<file path="config.mk">
export PLATFORM = sky130hd
export DESIGN_NAME = prog_loader
export DESIGN_NICKNAME = d
export VERILOG_FILES = /design/src/rtl/prog_loader_pkg.sv /design/src/rtl/prog_loader.sv
export SDC_FILE = /design/constraint.sdc
export NUM_CORES = 1
export LEC_CHECK = 0
export ABC_AREA = 1
export CORE_AREA = 2 2 69 71
export CTS_CLUSTER_DIAMETER = 200
export DETAILED_ROUTE_END_ITERATION = 10
export DIE_AREA = 0 0 71 73
export PLACE_DENSITY_LB_ADDON = 0.08
export SLEW_MARGIN = 5
export SYNTH_ARGS = -nofsm -noshare
export SYNTH_HDL_FRONTEND = slang
export SYNTH_SLANG_ARGS = --single-unit
</file>
<file path="constraint.sdc">
create_clock -name clk -period 4.5 [get_ports clk]
set_input_delay 0.9 -clock clk [delete_from_list [all_inputs] [get_ports clk]]
set_output_delay 0.9 -clock clk [all_outputs]
set_load 0.02 [all_outputs]
</file>
<file path="src/rtl/prog_loader_pkg.sv">
// Shared definitions for the instruction-memory loader: memory geometry and FSM states.
package prog_loader_pkg;

    localparam int INSTR_W     = 16;
    localparam int IMEM_ADDR_W = 4;
    localparam int IMEM_DEPTH  = 16;

    typedef enum logic [2:0] {
        IDLE,
        HI,
        LO,
        WRITE,
        CHK,
        FIN,
        ERR_DONE
    } loader_state_t;

endpackage

</file>
<file path="src/rtl/prog_loader.sv">
// Fills instruction memory from a byte stream: packs byte pairs into words, writes them
// sequentially from address 0, holds the CPU while loading and checks a trailing XOR byte.
module prog_loader
    import prog_loader_pkg::*;
#(
    parameter int DATA_W = INSTR_W,
    parameter int ADDR_W = IMEM_ADDR_W,
    parameter int DEPTH  = IMEM_DEPTH
) (
    input  logic              clk,
    input  logic              rst_n,
    input  logic              start,
    input  logic [ADDR_W:0]   word_count,
    input  logic [7:0]        rx_data,
    input  logic              rx_valid,
    output logic              rx_ready,
    output logic              imem_we,
    output logic [ADDR_W-1:0] imem_waddr,
    output logic [DATA_W-1:0] imem_wdata,
    output logic              cpu_hold,
    output logic              busy,
    output logic              done,
    output logic              err
);

    localparam logic [ADDR_W:0]   LP_DEPTH    = (ADDR_W+1)'(DEPTH);
    localparam logic [ADDR_W:0]   LP_CNT_ONE  = (ADDR_W+1)'(1);
    localparam logic [ADDR_W-1:0] LP_ADDR_ONE = ADDR_W'(1);

    loader_state_t     r_state;
    logic              r_ready;
    logic              r_we;
    logic [ADDR_W-1:0] r_waddr;
    logic [DATA_W-1:0] r_wdata;
    logic              r_hold;
    logic              r_busy;
    logic              r_done;
    logic              r_err;
    logic [ADDR_W:0]   r_count;
    logic [ADDR_W:0]   r_words;
    logic [7:0]        r_csum;

    logic              w_xfer;
    logic              w_count_ok;
    logic [ADDR_W:0]   w_words_inc;

    assign w_xfer      = rx_valid && r_ready;
    assign w_count_ok  = (word_count != '0) && (word_count <= LP_DEPTH);
    assign w_words_inc = r_words + LP_CNT_ONE;

    always_ff @(posedge clk or negedge rst_n) begin
        if (!rst_n) begin
            r_state <= IDLE;
            r_ready <= 1'b0;
            r_we    <= 1'b0;
            r_waddr <= '0;
            r_wdata <= '0;
            r_hold  <= 1'b0;
            r_busy  <= 1'b0;
            r_done  <= 1'b0;
            r_err   <= 1'b0;
            r_count <= '0;
            r_words <= '0;
            r_csum  <= '0;
        end else begin
            r_we   <= 1'b0;
            r_done <= 1'b0;
            case (r_state)
                IDLE: begin
                    if (start) begin
                        if (w_count_ok) begin
                            r_state <= HI;
                            r_count <= word_count;
                            r_words <= '0;
                            r_err   <= 1'b0;
                            r_csum  <= '0;
                            r_waddr <= '0;
                            r_hold  <= 1'b1;
                            r_busy  <= 1'b1;
                            r_ready <= 1'b1;
                        end else begin
                            r_state <= ERR_DONE;
                            r_err   <= 1'b1;
                            r_done  <= 1'b1;
                            r_busy  <= 1'b1;
                        end
                    end
                end
                HI: begin
                    if (w_xfer) begin
                        r_wdata[DATA_W-1 -: 8] <= rx_data;
                        r_csum                 <= r_csum ^ rx_data;
                        r_state                <= LO;
                    end
                end
                LO: begin
                    if (w_xfer) begin
                        r_wdata[7:0] <= rx_data;
                        r_csum       <= r_csum ^ rx_data;
                        r_ready      <= 1'b0;
                        r_we         <= 1'b1;
                        r_state      <= WRITE;
                    end
                end
                WRITE: begin
                    // Address is held on the last word so it never steps past DEPTH-1.
                    r_words <= w_words_inc;
                    r_ready <= 1'b1;
                    if (w_words_inc == r_count) begin
                        r_state <= CHK;
                    end else begin
                        r_waddr <= r_waddr + LP_ADDR_ONE;
                        r_state <= HI;
                    end
                end
                CHK: begin
                    if (w_xfer) begin
                        if (rx_data != r_csum) begin
                            r_err <= 1'b1;
                        end
                        r_ready <= 1'b0;
                        r_done  <= 1'b1;
                        r_state <= FIN;
                    end
                end
                FIN: begin
                    r_busy  <= 1'b0;
                    r_hold  <= 1'b0;
                    r_state <= IDLE;
                end
                ERR_DONE: begin
                    r_busy  <= 1'b0;
                    r_state <= IDLE;
                end
                default: begin
                    r_state <= IDLE;
                end
            endcase
        end
    end

    assign rx_ready   = r_ready;
    assign imem_we    = r_we;
    assign imem_waddr = r_waddr;
    assign imem_wdata = r_wdata;
    assign cpu_hold   = r_hold;
    assign busy       = r_busy;
    assign done       = r_done;
    assign err        = r_err;

endmodule

</file>
* Word level (Yosys, flattened, before mapping)
Index checks and enable logic that the tools add are counted.
Word-level totals: register bits after elaboration 47, input port bits 17, logic and storage cells 92
Cells by class: reductions and logical operators 24, $add $sub $neg 2, multiplexer cells 34, bitwise gates (word level) 1, eq/ne operators 17, magnitude comparators 1
Operators by type and width (count):
- 8-bit 2-to-1 mux | 3
- 4-bit AND reduction | 5
- 3-bit 2-to-1 mux | 6
- 8-bit case mux with 2 select lines | 1
- 3-bit case mux with 5 select lines | 1
- 2-bit inequality test, second input constant | 7
- 4-bit 2-to-1 mux | 3
- 1-bit 2-to-1 mux | 11
- 5-bit 2-to-1 mux | 2
- 5-bit case mux with 2 select lines | 1
- 2-bit nonzero test | 5
- 3-bit equality test, second input constant | 3
- 3-bit AND reduction | 3
- 8-bit inequality test | 1
- 1-bit case mux with 2 select lines | 4
- 4-bit case mux with 2 select lines | 1
- 8-bit bitwise XOR | 1
- 3-bit by 2-bit equality test with 1-bit output, second input constant | 2
- 2-bit AND reduction | 3
- 2-bit OR reduction | 3
- 5-bit by 1-bit adder with 5-bit output, second input constant | 1
- 5-bit equality test | 1
- 5-bit <= comparator, second input constant | 1
- 5-bit nonzero test | 1
- 7 further kinds | 9

* Longest topological paths before layout
Gate-level depths: netlist (run 1).
depth after elaboration 5, mapped depth 12

* Worst setup path before layout (run 1)
OpenSTA, ideal clock, no wires.
path kind in2reg, start in word_count[3], end reg r_csum[4], stages 11, arrival 1.713 ns, path slack 2.666 ns, setup time 0.121 ns, buffers on the path 1, cell sequence nor2_1 nand3_1 nand2_1 nand2_1 nand2_1 nand2_1 inv_1 nand2_2 buf_6 nand2_1 o21ai_1
On the way: word-level cells in the longest chain between the ends 4, elaborated cells between the ends (all ways) 5, classes of those cells order compare: 1; eq/ne: 1; reduce/logical: 3
Ends and longest elaborated chain:
- start, declared | line prog_loader.sv:13 | input logic [ADDR_W:0] word_count,
- 5-bit <= comparator / 5-bit nonzero test (equally long branches) | line prog_loader.sv:48 | assign w_count_ok = (word_count != '0) && (word_count <= LP_DEPTH);
- 1-bit logical AND * | line prog_loader.sv:48
- 2-bit inequality test (no line) *
- 4-bit AND reduction (no line) *
- end signal, assigned | line prog_loader.sv:92 | r_csum <= r_csum ^ rx_data;
- end signal, assigned | line prog_loader.sv:99 | r_csum <= r_csum ^ rx_data;
- end, declared | line prog_loader.sv:41 | logic [7:0] r_csum;
Every way passes the cells marked *; elsewhere a longest branch is shown, timed or not. A chain may end at the register's enable or synchronous reset.

* Worst setup path after layout (run 1)
start reg r_waddr[0] (netlist: imem_waddr[0]), end out imem_waddr[0]
RTL lines:
- start, declared | line prog_loader.sv:33 | logic [ADDR_W-1:0] r_waddr;
- start signal, assigned | line prog_loader.sv:112 | r_waddr <= r_waddr + LP_ADDR_ONE;
- end, declared | line prog_loader.sv:18 | output logic [ADDR_W-1:0] imem_waddr,
No word-level cell between the ends.

==> flow_summary_export.csv, run 1 <==
group,metric,value,unit
run_status,status,"complete, no violations",
floorplan,initial_core_util,52.5,%
clock_network,cts_tree,"yes",
detailed_routing,drc,0,
global_routing,grt-ovfl-total,0,
synth,synth_edf_count,0,
synth,async_reset_ff_share,100,%
finish,area_growth,23.1,%
synth,ys_warn_count,0,
clock_network,cts_resized,0,
finish,layout_commonest_cell,"nand2_1",
critical_path,required,3.60,ns
finish,drive_gt1_share,9.33,%
clock_network,hold_buffers,0,
global_routing,grt_pass1_wl,8770,um
critical_path,setup.worst_path.end_class,"output port",
detailed_routing,routedWlPerCell,12.3,um
synth,synth_flop_cell,"dfrtp_1",
synth,synthCells,298,
timing,fin_crit_sh,50.5,%
global_routing,first_global_vias,1962,
critical_path,critical-path-top-delay-family,"buffers and inverters",
clock_network,cts.sinks,47,
power,peakVddDrop,0.000508,V
synth,syn_area,2380,um^2
finish,post-route-util,64.6,%
clock_network,insertion_delay,0.30,ns
critical_path,worstSetupPathType,"register to output port",
floorplan,ioPinCount,43,
floorplan,rows,25,
power,power_density,679,nW/um^2
timing,tightest_slew,1.02,ns
synth,syn_nets,317,
global_routing,grt_start_max_net_pins,48,
clock_network,clkTransAtPathRegs,0.08,ns
power,p_clk_share,14.9,%
hold_path,holdCritPathClass,"register to register",
power,p_switching,0.000858,W
critical_path,slowest_stage,"clkdlybuf4s50_1",
synth,ys_ff_latch,47,
place,gp_congestion,0.865,
critical_path,worst-r2r-setup-slack,2.68,ns
detailed_routing,drt_iter0_markers,123,
power,finalPower,0.00199,W
place,dp_hpwl,3570,um
synth,synth_cell_types,25,
timing,setup_tns,0,ns
detailed_routing,vias,1978,
critical_path,cpPeakStageDelay,0.64,ns
timing,setup_viol,0,
finish,antenna_cells,0,
power,p_sw_share,43.1,%
critical_path,cp-start-kind,"register",
detailed_routing,firstDrtPassIters,5,
timing,period_minus_slack,2.27,ns
detailed_routing,vias_per_cell,4.98,
clock_network,ctsLongestPathBuffers,2,
clock_network,cts_setup_buffers,0,
timing,maxSlewViolCount,0,
floorplan,dieArea,5180,um^2
floorplan,core_area,4540,um^2
clock_network,clock-root-buffer,"clkbuf_8",
critical_path,path_cells,"clkdlybuf4s50_1",
synth,yosys.area.top_type,"dfrtp_1",
timing,fin_skew,0.00661,ns
timing,rsz0062_at_grt,"no",
power,comb_power_share,50.4,%
power,p_leak,1.45,nW
timing,hold_viol_final,0,
global_routing,grt_usage,21.7,%
finish,finalNetCount,362,
detailed_routing,ant_nets,0,
floorplan,die_height,73,um
critical_path,crit_fanout,5,
detailed_routing,routed_wl,4880,um
finish,layout_common_cells,"nand2_1, dfrtp_1, clkdlybuf4s50_1",
synth,synth_top_area_share,49.4,%
floorplan,fp.dieW,71,um
synth,synth.avg_cell_area,7.99,um^2
critical_path,worst-path-buf-inv,1,
power,seq_power_share,34.8,%
synth,yosysSeqAreaShare,49.4,%
place,port_buffers,42,
global_routing,antenna_found_initial,0,
job,cap_violations,0,
synth,synth_area_leaders,"dfrtp_1, nand2_1, inv_1",
timing,timing.fmax,0.440,GHz
clock_network,htree_levels,2,
timing,maxSlewHeadroom,31.7,%
critical_path,cp.arrival,1.37,ns
clock_network,numCtsBuffers,5,
power,p_int,0.00113,W
[power groups by stage]
stage	Sequential (W)	Combinational, W	Clock [W]
final	0.000692	0.00100	0.000296
after global routing	0.000719	0.00113	0.000320
after CTS	0.000692	0.00101	0.000307
after detailed placement	0.000699	0.00100	0
after global placement	0.000696	0.000990	0
after floorplan	0.000794	0.000592	0
[path summary, 6_finish.rpt]
check / depth (start not counted) / from / to
max: 1 / imem_waddr[0] / imem_waddr[0]
min: 2 / imem_wdata[5] / imem_wdata[5]
max reg2reg: 12 / r_words[0] / imem_waddr[1]
min reg2reg: 2 / imem_wdata[5] / imem_wdata[5]
max in group asynchronous: 1 / rst_n / rx_ready
min in group asynchronous: 1 / rst_n / r_words[2]
[synthesized netlist by cell type (4+ instances only)]
library cell / number
dfrtp_1: 47
inv_1: 36
inv_2: 4
nand2_1: 98
nand2_2: 4
nand3_1: 18
nand4_1: 5
nor2_1: 25
o21ai_0: 21
o21ai_2: 11
xnor2_1: 5
xor2_1: 5
[flip-flops by register name, indices dropped and copies added (netlist names), 3 cells and up]
signal      flops
r_state         3
r_csum          8
imem_waddr      4
r_words         5
imem_wdata     16
r_count         5
[area by class of cell]
| cell class | instances | area [um^2] |
|---|---|---|
| clock buffers | 6 | 72.6 |
| clock inverters | 1 | 30.0 |
| multi-input cells | 207 | 1020 |
| inverters | 40 | 150 |
| well taps | 54 | 67.6 |
| repair buffers | 42 | 415 |
| fillers | 400 | 1600 |
| flip-flops and latches | 47 | 1180 |
[stage by stage]
step / std cells / instance area (um^2) / hold WS, ns / setup slack [ns]
2_1_floorplan: 298 / 2380 / 0.465 / 2.67
3_3_place_gp: 390 / 2830 / 0.465 / 1.98
3_5_place_dp: 390 / 2830 / 0.469 / 1.96
4_1_cts: 397 / 2930 / 0.490 / 2.22
5_1_grt: 397 / 2930 / 0.523 / 2.06
6_report: 397 / 2930 / 0.486 / 2.23
[cell families (layout without fill, tap and decap cells)]
| kind of cell | count (synthesis) | count (layout) | synth area share [%] |
|---|---|---|---|
| adders and majority gates | 2 | 2 | 1.05 |
| AOI/OAI and AO/OA | 37 | 37 | 9.67 |
| and+or+nand+nor | 158 | 158 | 28.4 |
| DFF | 47 | 47 | 49.4 |
| xor gates and xnor gates | 10 | 10 | 3.68 |
| buffers and inverters | 44 | 89 | 7.78 |
[routing by layer]
metal | track usage (%) | wire length [um]
met5 | 0 | 0
met4 | 6.71 | 65
met3 | 5.25 | 223
met2 | 36.6 | 2310
met1 | 27.9 | 2290
(Power assumes the default switching activity.)
==> run 2: changes to the inputs <==
Settings changed: CORE_AREA 2 2 69 71 to 2 2 71 73, DIE_AREA 0 0 71 73 to 0 0 73 75.
Clock period 4.5 ns to 2.1 ns, I/O delays scaled along.
==> run 2 against run 1 <==
  * Worst setup slack lost 1.9 ns
  * Routed wire length shrank 0.59%
  * Largest cell class unchanged
  * Clock-buffer cell count is the same
  * Combinational power grew 120%
  * Total power grew 110%
  * Global-route usage shrank 2.2 points
  * Sequential share of layout area shrank 0.20 points
  * Via count shrank 0.20%
  * Final cell count grew 1.0%
  * Non-clock buffer count grew 4
==> flow_summary_export.csv, run 2 (synthesis results as in run 1) <==
group,metric,value,unit
clock_network,cts.sinks,47,
finish,design_area,2950,um^2
detailed_routing,firstDrtPassIters,4,
critical_path,worstSetupPathType,"register to register",
critical_path,cp-start-kind,"register",
timing,hold_viol_final,0,
global_routing,antenna_found_initial,0,
power,p_int,0.00235,W
timing,setup_viol,0,
power,seq_power_share,35.7,%
finish,drive_gt1_share,10.7,%
detailed_routing,drc,0,
power,peakVddDrop,0.000816,V
clock_network,clkTransAtPathRegs,0.08,ns
floorplan,initial_core_util,51.1,%
place,place_area,2860,um^2
timing,rsz0062_at_grt,"no",
global_routing,grt_usage,19.5,%
critical_path,slowest_stage,"dfrtp_1",
critical_path,worst-r2r-setup-slack,0.29,ns
critical_path,cp.arrival,2.00,ns
timing,fin_crit_sh,86.1,%
global_routing,grt_pass1_wl,8280,um
critical_path,crit_fanout,8,
critical_path,setup.worst_path.end_class,"register",
job,cap_violations,0,
critical_path,r2r-end,"imem_waddr[2]",
finish,antenna_cells,0,
global_routing,first_global_vias,1819,
clock_network,htree_levels,2,
finish,finalNetCount,366,
clock_network,hold_buffers,0,
critical_path,path_cells,"ha_1, inv_1, nand2_1, nand2_1, nor2_1, nand3_1, nor2_1, nand2_1, nand2_2, nand2_2, nand2_1, nand2_1",
place,gp_congestion,0.863,
critical_path,reg2reg_depth,12,
detailed_routing,routed_wl,4850,um
clock_network,insertion_delay,0.29,ns
critical_path,worstSetupEndpoint,"imem_waddr[2]",
timing,setup_tns,0,ns
power,p_leak,1.47,nW
floorplan,rows,25,
power,comb_power_share,51.4,%
timing,period_minus_slack,1.81,ns
finish,layout_common_cells,"nand2_1, dfrtp_1, clkdlybuf4s50_1",
floorplan,die_height,75,um
finish,post-route-util,63.2,%
run_status,status,"complete, no violations",
power,p_clk_share,12.9,%
global_routing,grt-ovfl-total,0,
floorplan,dieArea,5480,um^2
timing,fin_skew,0.00428,ns
place,place_ws,0.124,ns
detailed_routing,vias_per_cell,4.92,
critical_path,crit_start,"r_words[0]",
clock_network,ctsLongestPathBuffers,2,
hold_path,holdCritPathClass,"input pin to async pin",
detailed_routing,drt_iter0_markers,129,
detailed_routing,ant_nets,0,
critical_path,worst_r2r_startpoint,"r_words[0]",
detailed_routing,routedWlPerCell,12.1,um
timing,timing.fmax,0.553,GHz
timing,maxSlewViolCount,0,
detailed_routing,vias,1974,
critical_path,cpPeakStageDelay,0.47,ns
power,p_switching,0.00184,W
clock_network,clock-root-buffer,"clkbuf_8",
floorplan,fp.dieW,73,um
floorplan,core_area,4660,um^2
place,dp_hpwl,3690,um
critical_path,required,2.29,ns
clock_network,cts_tree,"yes",
finish,layout_commonest_cell,"nand2_1",
timing,maxSlewHeadroom,60.8,%
timing,tightest_slew,0.587,ns
clock_network,cts_resized,0,
floorplan,ioPinCount,43,
timing,worst_slack,0.292,ns
critical_path,cp_common_cell,"nand2_1",
power,power_density,1420,nW/um^2
clock_network,cts_setup_buffers,0,
finish,area_growth,23.8,%
place,port_buffers,42,
global_routing,grt_start_max_net_pins,48,
finish,largest_reg_flops,16,
power,p_sw_share,43.8,%
clock_network,numCtsBuffers,5,
finish,n_fill_cell,431,
## run 2: how the worst min path moves through the flow
| stage | startpoint | end | cells after the start |
|---|---|---|---|
| after global placement | imem_wdata[3] | imem_wdata[3] | 2 |
| after CTS | rst_n | r_csum[0] | 2 |
| final | rst_n | r_words[2] | 2 |
| after floorplan | rst_n | busy | 0 |
| after global routing | rst_n | cpu_hold | 2 |
| after detailed placement | imem_wdata[5] | imem_wdata[5] | 2 |
## run 2: final cells by class
class                      count  area (um^2)  share of cell area [%]
clock buffer                   6         82.6                    2.80
timing repair buffer          46          445                    15.1
tap                           54         67.6                    2.29
multi-input combinational    207         1020                    34.6
sequential                    47         1180                    39.9
inverter                      40          150                    5.10
clock inverter                 1         5.00                   0.170
## run 2: metal layers
layer  GRT usage (%)  share of wire [%]  vias to the layer above
li1                -                  -                     1030
met1            27.7                 49                      901
met2            30.7                 47                       39
met3            4.15                3.2                        4
met4            4.94               0.74                        0
met5               0                  0                        -
## run 2: power by group through the flow
stage                     sequential [W]  clock [W]  combinational [W]
final                            0.00150   0.000541            0.00216
after global routing             0.00154   0.000592            0.00243
after CTS                        0.00150   0.000569            0.00217
after detailed placement         0.00151          0            0.00216
after global placement           0.00150          0            0.00214
after floorplan                  0.00170          0            0.00127
## run 2: critical path: cells and delay by family, from the launching register on
kind	cells	cell delay (ns)
simple gates	10	0.85
buf+inv	1	0.06
flops	1	0.47
fa+ha+maj	1	0.33
## run 2: per-stage QoR
step / hold slack [ns] / std cells / power (W)
after floorplan: 0.124 / 298 / 0.00297
after global placement: 0.466 / 394 / 0.00364
after detailed placement: 0.472 / 394 / 0.00367
after CTS: 0.227 / 401 / 0.00424
after global routing: 0.277 / 401 / 0.00456
final: 0.210 / 401 / 0.00419
